`src/rtl/key_search_pkg.sv`:
```
// Shared types and constants for the key search controller.
// Optional statistics counters are enabled with the KEY_SEARCH_STATS_EN macro.
package key_search_pkg;

  localparam int W_DEF  = 16;  // default key width
  localparam int N_DEF  = 8;   // default table depth
  localparam int STAT_W = 16;  // hit/miss counter width

  typedef enum logic [1:0] {
    ST_IDLE = 2'd0,
    ST_SCAN = 2'd1,
    ST_DONE = 2'd2
  } state_e;

  // Increment that holds at all-ones instead of wrapping.
  function automatic logic [STAT_W-1:0] sat_inc(input logic [STAT_W-1:0] v);
    return (&v) ? v : v + 1'b1;
  endfunction

endpackage

```
`src/rtl/key_search_if.sv`:
```
// Search request/result handshake bundle between a client and key_search_ctrl.
interface key_search_if import key_search_pkg::*; #(
  parameter int W = W_DEF,
  parameter int N = N_DEF
);
  localparam int IW = $clog2(N);

  logic          req_valid;
  logic          req_ready;
  logic [W-1:0]  req_key;
  logic          res_valid;
  logic          res_ready;
  logic          res_hit;
  logic [IW-1:0] res_index;

  // Search client side.
  modport master (
    output req_valid, req_key, res_ready,
    input  req_ready, res_valid, res_hit, res_index
  );

  // Controller side.
  modport slave (
    input  req_valid, req_key, res_ready,
    output req_ready, res_valid, res_hit, res_index
  );
endinterface

```
`src/rtl/key_table.sv`:
```
// N-entry key table: synchronous write, valid bits cleared on reset,
// combinational read by index.
module key_table import key_search_pkg::*; #(
  parameter int W  = W_DEF,
  parameter int N  = N_DEF,
  parameter int IW = $clog2(N)
) (
  input  logic          clk,
  input  logic          rst,
  input  logic          wr_en_i,
  input  logic [IW-1:0] wr_addr_i,
  input  logic [W-1:0]  wr_data_i,
  input  logic          wr_vld_i,
  input  logic [IW-1:0] rd_addr_i,
  output logic [W-1:0]  rd_key_o,
  output logic          rd_vld_o
);

  logic [W-1:0] key_q [N];
  logic         vld_q [N];

  // Valid bits: cleared by reset, updated on any write.
  always_ff @(posedge clk) begin
    if (rst) begin
      for (int i = 0; i < N; i++) vld_q[i] <= 1'b0;
    end else if (wr_en_i) begin
      for (int i = 0; i < N; i++)
        if (wr_addr_i == IW'(i)) vld_q[i] <= wr_vld_i;
    end
  end

  // Key storage.
  // NOTE: key bits are not reset; an entry is meaningless until its valid bit
  // is set, so resetting the array would only add reset fanout.
  always_ff @(posedge clk) begin
    if (wr_en_i) begin
      for (int i = 0; i < N; i++)
        if (wr_addr_i == IW'(i)) key_q[i] <= wr_data_i;
    end
  end

  // Combinational read; out-of-range addresses read as an invalid zero entry.
  always_comb begin
    rd_key_o = '0;
    rd_vld_o = 1'b0;
    for (int i = 0; i < N; i++) begin
      if (rd_addr_i == IW'(i)) begin
        rd_key_o = key_q[i];
        rd_vld_o = vld_q[i];
      end
    end
  end

endmodule

```
`src/rtl/key_search_ctrl.sv`:
```
// Sequential key lookup: scans the key table one entry per clock with a single
// comparator and returns hit/miss plus the lowest matching index.
// Optional hit/miss statistics counters: define KEY_SEARCH_STATS_EN.
module key_search_ctrl import key_search_pkg::*; #(
  parameter int W = W_DEF,
  parameter int N = N_DEF
) (
  input  logic                 clk,
  input  logic                 rst,
  input  logic                 wr_en,
  input  logic [$clog2(N)-1:0] wr_addr,
  input  logic [W-1:0]         wr_data,
  input  logic                 wr_vld,
  key_search_if.slave          sif
`ifdef KEY_SEARCH_STATS_EN
  ,
  output logic [STAT_W-1:0]    hit_cnt,
  output logic [STAT_W-1:0]    miss_cnt
`endif
);

  localparam int IW = $clog2(N);

  state_e        state_q, state_d;
  logic [IW-1:0] idx_q,   idx_d;
  logic [W-1:0]  key_q,   key_d;
  logic          hit_q,   hit_d;
  logic [IW-1:0] index_q, index_d;

  logic [W-1:0]  rd_key;
  logic          rd_vld;
  logic          match;
  logic          last_entry;

  key_table #(.W(W), .N(N), .IW(IW)) u_table (
    .clk       (clk),
    .rst       (rst),
    .wr_en_i   (wr_en),
    .wr_addr_i (wr_addr),
    .wr_data_i (wr_data),
    .wr_vld_i  (wr_vld),
    .rd_addr_i (idx_q),
    .rd_key_o  (rd_key),
    .rd_vld_o  (rd_vld)
  );

  // The table read is combinational on the current index, so a write landing
  // on this edge is only seen by the comparison of the next cycle.
  assign match      = rd_vld && (rd_key == key_q);
  assign last_entry = (idx_q == IW'(N - 1));

  // State, index, latched key and result registers.
  // NOTE: clocked state uses non-blocking assignments so every register
  // samples its pre-edge inputs regardless of statement order.
  always_ff @(posedge clk) begin
    if (rst) begin
      state_q <= ST_IDLE;
      idx_q   <= '0;
      key_q   <= '0;
      hit_q   <= 1'b0;
      index_q <= '0;
    end else begin
      state_q <= state_d;
      idx_q   <= idx_d;
      key_q   <= key_d;
      hit_q   <= hit_d;
      index_q <= index_d;
    end
  end

  // Next-state, scan index and result capture.
  // NOTE: every output of this block is given a default first so no path
  // leaves a signal unassigned, which would infer a latch.
  always_comb begin
    state_d = state_q;
    idx_d   = idx_q;
    key_d   = key_q;
    hit_d   = hit_q;
    index_d = index_q;
    unique case (state_q)
      ST_IDLE: begin
        if (sif.req_valid) begin
          key_d   = sif.req_key;
          idx_d   = '0;
          state_d = ST_SCAN;
        end
      end
      ST_SCAN: begin
        if (match) begin
          hit_d   = 1'b1;
          index_d = idx_q;
          state_d = ST_DONE;
        end else if (last_entry) begin
          hit_d   = 1'b0;
          index_d = '0;
          state_d = ST_DONE;
        end else begin
          idx_d = idx_q + 1'b1;
        end
      end
      ST_DONE: begin
        if (sif.res_ready) state_d = ST_IDLE;
      end
      default: state_d = ST_IDLE;
    endcase
  end

  assign sif.req_ready = (state_q == ST_IDLE);
  assign sif.res_valid = (state_q == ST_DONE);
  assign sif.res_hit   = hit_q;
  assign sif.res_index = index_q;

`ifdef KEY_SEARCH_STATS_EN
  logic [STAT_W-1:0] hit_cnt_q, miss_cnt_q;
  logic              res_fire;

  assign res_fire = (state_q == ST_DONE) && sif.res_ready;

  // Saturating hit/miss counters, bumped once per completed result handshake.
  always_ff @(posedge clk) begin
    if (rst) begin
      hit_cnt_q  <= '0;
      miss_cnt_q <= '0;
    end else if (res_fire) begin
      if (hit_q) hit_cnt_q  <= sat_inc(hit_cnt_q);
      else       miss_cnt_q <= sat_inc(miss_cnt_q);
    end
  end

  assign hit_cnt  = hit_cnt_q;
  assign miss_cnt = miss_cnt_q;
`endif

endmodule
```
`src/flat_wrapper.sv`:
```
// flat-port wrapper written by rule: the top's interface ports become plain ports
module key_search_ctrl_flat import key_search_pkg::*;
#(
  parameter int W = W_DEF,
  parameter int N = N_DEF
)
  (clk, rst, wr_en, wr_addr, wr_data, wr_vld, sif_req_valid, sif_req_key, sif_res_ready, sif_req_ready, sif_res_valid, sif_res_hit, sif_res_index);
  key_search_if #(.W(W), .N(N)) sif_i ();
  input  logic clk;
  input  logic rst;
  input  logic wr_en;
  input  logic [$clog2(N)-1:0] wr_addr;
  input  logic [W-1:0] wr_data;
  input  logic wr_vld;
  input wire logic [$bits(sif_i.req_valid)-1:0] sif_req_valid;
  input wire logic [$bits(sif_i.req_key)-1:0] sif_req_key;
  input wire logic [$bits(sif_i.res_ready)-1:0] sif_res_ready;
  output wire logic [$bits(sif_i.req_ready)-1:0] sif_req_ready;
  output wire logic [$bits(sif_i.res_valid)-1:0] sif_res_valid;
  output wire logic [$bits(sif_i.res_hit)-1:0] sif_res_hit;
  output wire logic [$bits(sif_i.res_index)-1:0] sif_res_index;
  assign sif_i.req_valid = sif_req_valid;
  assign sif_i.req_key = sif_req_key;
  assign sif_i.res_ready = sif_res_ready;
  assign sif_req_ready = sif_i.req_ready;
  assign sif_res_valid = sif_i.res_valid;
  assign sif_res_hit = sif_i.res_hit;
  assign sif_res_index = sif_i.res_index;
  key_search_ctrl #(.W(W), .N(N)) u_core (.clk(clk), .rst(rst), .wr_en(wr_en), .wr_addr(wr_addr), .wr_data(wr_data), .wr_vld(wr_vld), .sif(sif_i));
endmodule
```
`config.mk`:
```
export PLATFORM = sky130hd
export DESIGN_NAME = key_search_ctrl_flat
export DESIGN_NICKNAME = d
export VERILOG_FILES = /design/src/rtl/key_search_pkg.sv /design/src/rtl/key_search_if.sv /design/src/rtl/key_table.sv /design/src/rtl/key_search_ctrl.sv /design/src/flat_wrapper.sv
export SDC_FILE = /design/constraint.sdc
export NUM_CORES = 1
export LEC_CHECK = 0
export CORE_MARGIN = 2
export CORE_UTILIZATION = 59
export DETAILED_ROUTE_END_ITERATION = 7
export GPL_TIMING_DRIVEN = 0
export PLACE_DENSITY = 0.84
export RECOVER_POWER = 50
export SLEW_MARGIN = 20
export SYNTH_ARGS = -nofsm -noshare
export SYNTH_HDL_FRONTEND = slang
export SYNTH_SLANG_ARGS = --single-unit
```
`constraint.sdc`:
```
create_clock -name clk -period 4 [get_ports clk]
set_input_delay 1.2 -clock clk [delete_from_list [all_inputs] [get_ports clk]]
set_output_delay 1.2 -clock clk [all_outputs]
set_load 0.02 [all_outputs]
```
==> impl_metrics.csv, run 1 <==
group,metric,value,unit
placement,dp_hpwl,14.7,mm
placement,place_area,8140,µm²
drt,vias,5723,
pwr,p_sw,0.909,mW
clocking,cts_hold_repair.buffers,0,
synthesis,synth-main-ff-cell,"edfxtp_1",
clocking,cts_buffers,17,
synthesis,seq_area_frac_synth,62.5,%
synthesis,syn_area,7330,µm²
floorplanning,dieArea,13300,µm²
finish,insertedDiodeCount,0,
synthesis,synth_xor_area_share,0.717,%
finish,final_nets,744,
synthesis,ys_warn_count,0,
timing,finalMaxSlewViolations,0,
synthesis,async_flop_share,0,%
synthesis,syn_area_per_cell,11.8,µm²
global_routing,grt_pass1_wl,31.4,mm
placement,place.port_buffers,46,
timing,fin_crit,3.85,ns
global_routing,grt_pass1_vias,5532,
timing,fmax,260,MHz
drt,top_layer_used,"met4",
finish,instances_no_fill,877,
synthesis,synth_top_family_by_area,"simple AND/OR/NAND/NOR gates",
drt,wl_met1,7.57,mm
synthesis,netlist_instances,623,
timing,rsz0062_at_grt,"no",
worst_setup_path,reg2reg_depth,13,
pwr,swShare,23.2,%
worst_setup_path,reg2reg_setup_slack,0.15,ns
worst_setup_path,cp-end-kind,"flop",
timing,fin_skew,0.00813,ns
synthesis,ys_ff_latch,161,
finish,final_cell_mix,"136 x edfxtp_1, 85 x nand2_1, 38 x a21oi_1, 36 x o21ai_0, 27 x clkdlybuf4s50_1",
drt,dr_wl_met2,9.87,mm
hold_path,hold_class,"flop to flop",
synthesis,synth-edff-count,136,
synthesis,synth_cell_types,73,
worst_setup_path,cp-startpoint,"u_core.idx_q[2]$_SDFFE_PP0P_",
pwr,comb_power_share,10.2,%
finish,final_common_cell,"edfxtp_1",
clocking,insertion_delay,0.43,ns
floorplanning,core_area,12100,µm²
hold_path,hold-path-endpoint,"u_core.sif.res_hit$_SDFFE_PP0P_",
drt,drt_first_pass_iters,6,
floorplanning,rows,40,
drt,route.detailed.drc,0,
finish,register_area,4580,µm²
global_routing,grt_overflow_total,0,
worst_setup_path,worstPathMaxFanout,19,
global_routing,track_usage,32.7,%
run,max_cap_violations,0,
synthesis,synth_compound_gate_area_share,15.7,%
synthesis,yosys.area_share.adder,1.02,%
pwr,clkPwrFrac,41.0,%
pwr,power-per-cell-area,450,nW/µm²
pwr,ir_drop,280,µV
finish,nFillCells,799,
hold_path,hold_path_depth,2,
placement,dpl.cell_count,847,
placement,gp_congestion,0.961,
synthesis,synth_mux_area_share,0.870,%
clocking,cts_num_sinks,161,
finish,final_util,72.2,%
finish,multi_input_area,2520,µm²
worst_setup_path,worstSetupPathType,"flop to flop",
clocking,clkTransAtPathRegs,0.06,ns
floorplanning,die_y,115,µm
global_routing,grt_antenna_before_repair,0,
pwr,power.internal,3.02,mW
finish,final_area,8710,µm²
drt,wire_per_inst,23.9,µm
worst_setup_path,cp.arrival,4.15,ns
drt,drt-total-wl,21.0,mm
timing,setup_viol,0,
worst_setup_path,rr_startpoint,"u_core.idx_q[2]$_SDFFE_PP0P_",
drt,drtIter0Drc,987,
pwr,power_leakage,2.98,nW
clocking,h-tree-depth,4,
floorplanning,ios,47,
pwr,seqPwrFrac,48.8,%
clocking,cts_tree,"built",
floorplanning,die_w,115,µm
worst_setup_path,crit_required,4.30,ns
drt,via_per_inst,6.53,
global_routing,grt_max_degree,20,
worst_setup_path,worst_setup_path_start_kind,"flop",
synthesis,synth_simple_gate_area_share,15.8,%
status,status,"finished, final reports clean",
floorplanning,initial_utilization,60.8,%
finish,syn_to_final_growth,18.8,%
clocking,root_buffer,"clkbuf_16",
timing,relSlewSlack,54.2,%
timing,tightest_slew,0.686,ns
synthesis,synth_nets,670,
drt,ant_nets,0,
timing,hold_viol_final,0,
clocking,cts.path.max_buffers,2,
hold_path,hp-start,"u_core.sif.res_hit$_SDFFE_PP0P_",
finish,drive_gt1_share,11.7,%
worst_setup_path,r2r_end,"u_core.idx_q[1]$_SDFFE_PP0P_",
drt,met3_wirelength,2.59,mm
timing,layout_worst_path_cycle_share,96.3,%
## metrics by stage
step	TNS [ns]	hold slack, ns	setup slack (ns)	power, mW
floorplan	0	0.441	0.718	2.16
global placement	-23.34	0.447	-0.943	2.31
detailed placement	-0.188	0.463	-0.0472	2.33
CTS	0	0.470	0.0560	3.92
global route	0	0.508	0.00368	4.03
finish	0	0.477	0.150	3.92
## logic make-up (layout without fill, tap and decap cells)
logic type,count (synthesis),after routing
xor+xnor,6,6
compound gates,170,170
mux,6,6
flops,161,161
buf+inv,58,144
fa+ha+maj,6,6
simple gates,216,216
## worst max-delay path by stage
stage / end
2_1_floorplan: u_core.u_table.vld_q[0][0]$_SDFFCE_PN0P_
3_3_place_gp: u_core.u_table.vld_q[0][0]$_SDFFCE_PN0P_
3_5_place_dp: u_core.idx_q[1]$_SDFFE_PP0P_
4_1_cts: u_core.idx_q[1]$_SDFFE_PP0P_
5_1_grt: u_core.idx_q[2]$_SDFFE_PP0P_
6_report: u_core.idx_q[1]$_SDFFE_PP0P_
## power by group through the flow
stage          combinational (mW)  clock [mW]  sequential, mW
2_1_floorplan               0.228           0            1.94
3_3_place_gp                0.364           0            1.95
3_5_place_dp                0.386           0            1.95
4_1_cts                     0.393        1.61            1.91
5_1_grt                     0.425        1.68            1.92
6_report                    0.400        1.61            1.92
## registers in the layout (all words and copies together) (netlist names)
signal                cells
u_core.sif.res_index      3
u_core.key_q             16
u_core.idx_q              3
u_core.sif.res_hit        1
u_core.state_q            2
u_core.u_table.key_q    128
u_core.u_table.vld_q      8
## cell usage after synthesis, types with 8 or more instances
master | instances | area [µm²]
dfxtp_1 | 25 | 500
a21oi_1 | 38 | 190
nand3_1 | 12 | 60.1
clkbuf_1 | 15 | 56.3
buf_2 | 20 | 100
a221oi_1 | 9 | 78.8
inv_1 | 20 | 75.1
nand2b_1 | 8 | 50.1
o2111ai_1 | 8 | 70.1
edfxtp_1 | 136 | 4080
o21ai_0 | 37 | 185
o211ai_1 | 12 | 90.1
nor2_1 | 21 | 78.8
nand2_1 | 85 | 319
nand3b_1 | 11 | 82.6
a31oi_1 | 11 | 68.8
nor2b_1 | 17 | 106
nor3_1 | 12 | 60.1
## per-layer routing
metal	GRT usage (%)	up-vias
li1	-	2527
met1	41.9	2684
met2	50.8	426
met3	8.84	86
met4	18.2	0
met5	0	-
## final cells by class
cell class,count,share of cell area [%]
Sequential cell,161,52.6
Multi-Input combinational cell,404,29.0
Timing Repair Buffer,56,6.53
Clock buffer,22,5.10
Tap cell,168,2.41
Buffer,36,1.95
Clock inverter,9,1.52
Inverter,21,0.905
## worst max-delay path: stages, from the launching register on
cell and delay, ns:
dfxtp_1 0.31, buf_2 0.18, inv_1 0.09, buf_2 0.29, ha_1 0.27, buf_2 0.43
nand2_1 0.09, o21ai_0 0.32, a211oi_1 0.19, o2111ai_1 0.44, o21ai_1 0.25, or4_4 0.50
o2111ai_1 0.23, o41ai_1 0.10
## what timing repair did
item,4_1_cts,5_1_grt
setup buffers,0,0
gates resized for setup,0,6
setup endpoints to repair,7,7
Power figures use the tool's default switching activity.
==> run 2, diff against run 1 <==
--- a/config.mk
+++ b/config.mk
@@ -5,6 +5,8 @@
 export SDC_FILE = /design/constraint.sdc
 export NUM_CORES = 1
 export LEC_CHECK = 0
+export ABC_CLOCK_PERIOD_IN_PS = 4000
+export CAP_MARGIN = 5
 export CORE_MARGIN = 2
 export CORE_UTILIZATION = 59
 export DETAILED_ROUTE_END_ITERATION = 7
==> results of run 2 <==
The final DEF is identical to that of run 1; final timing and power are the same.
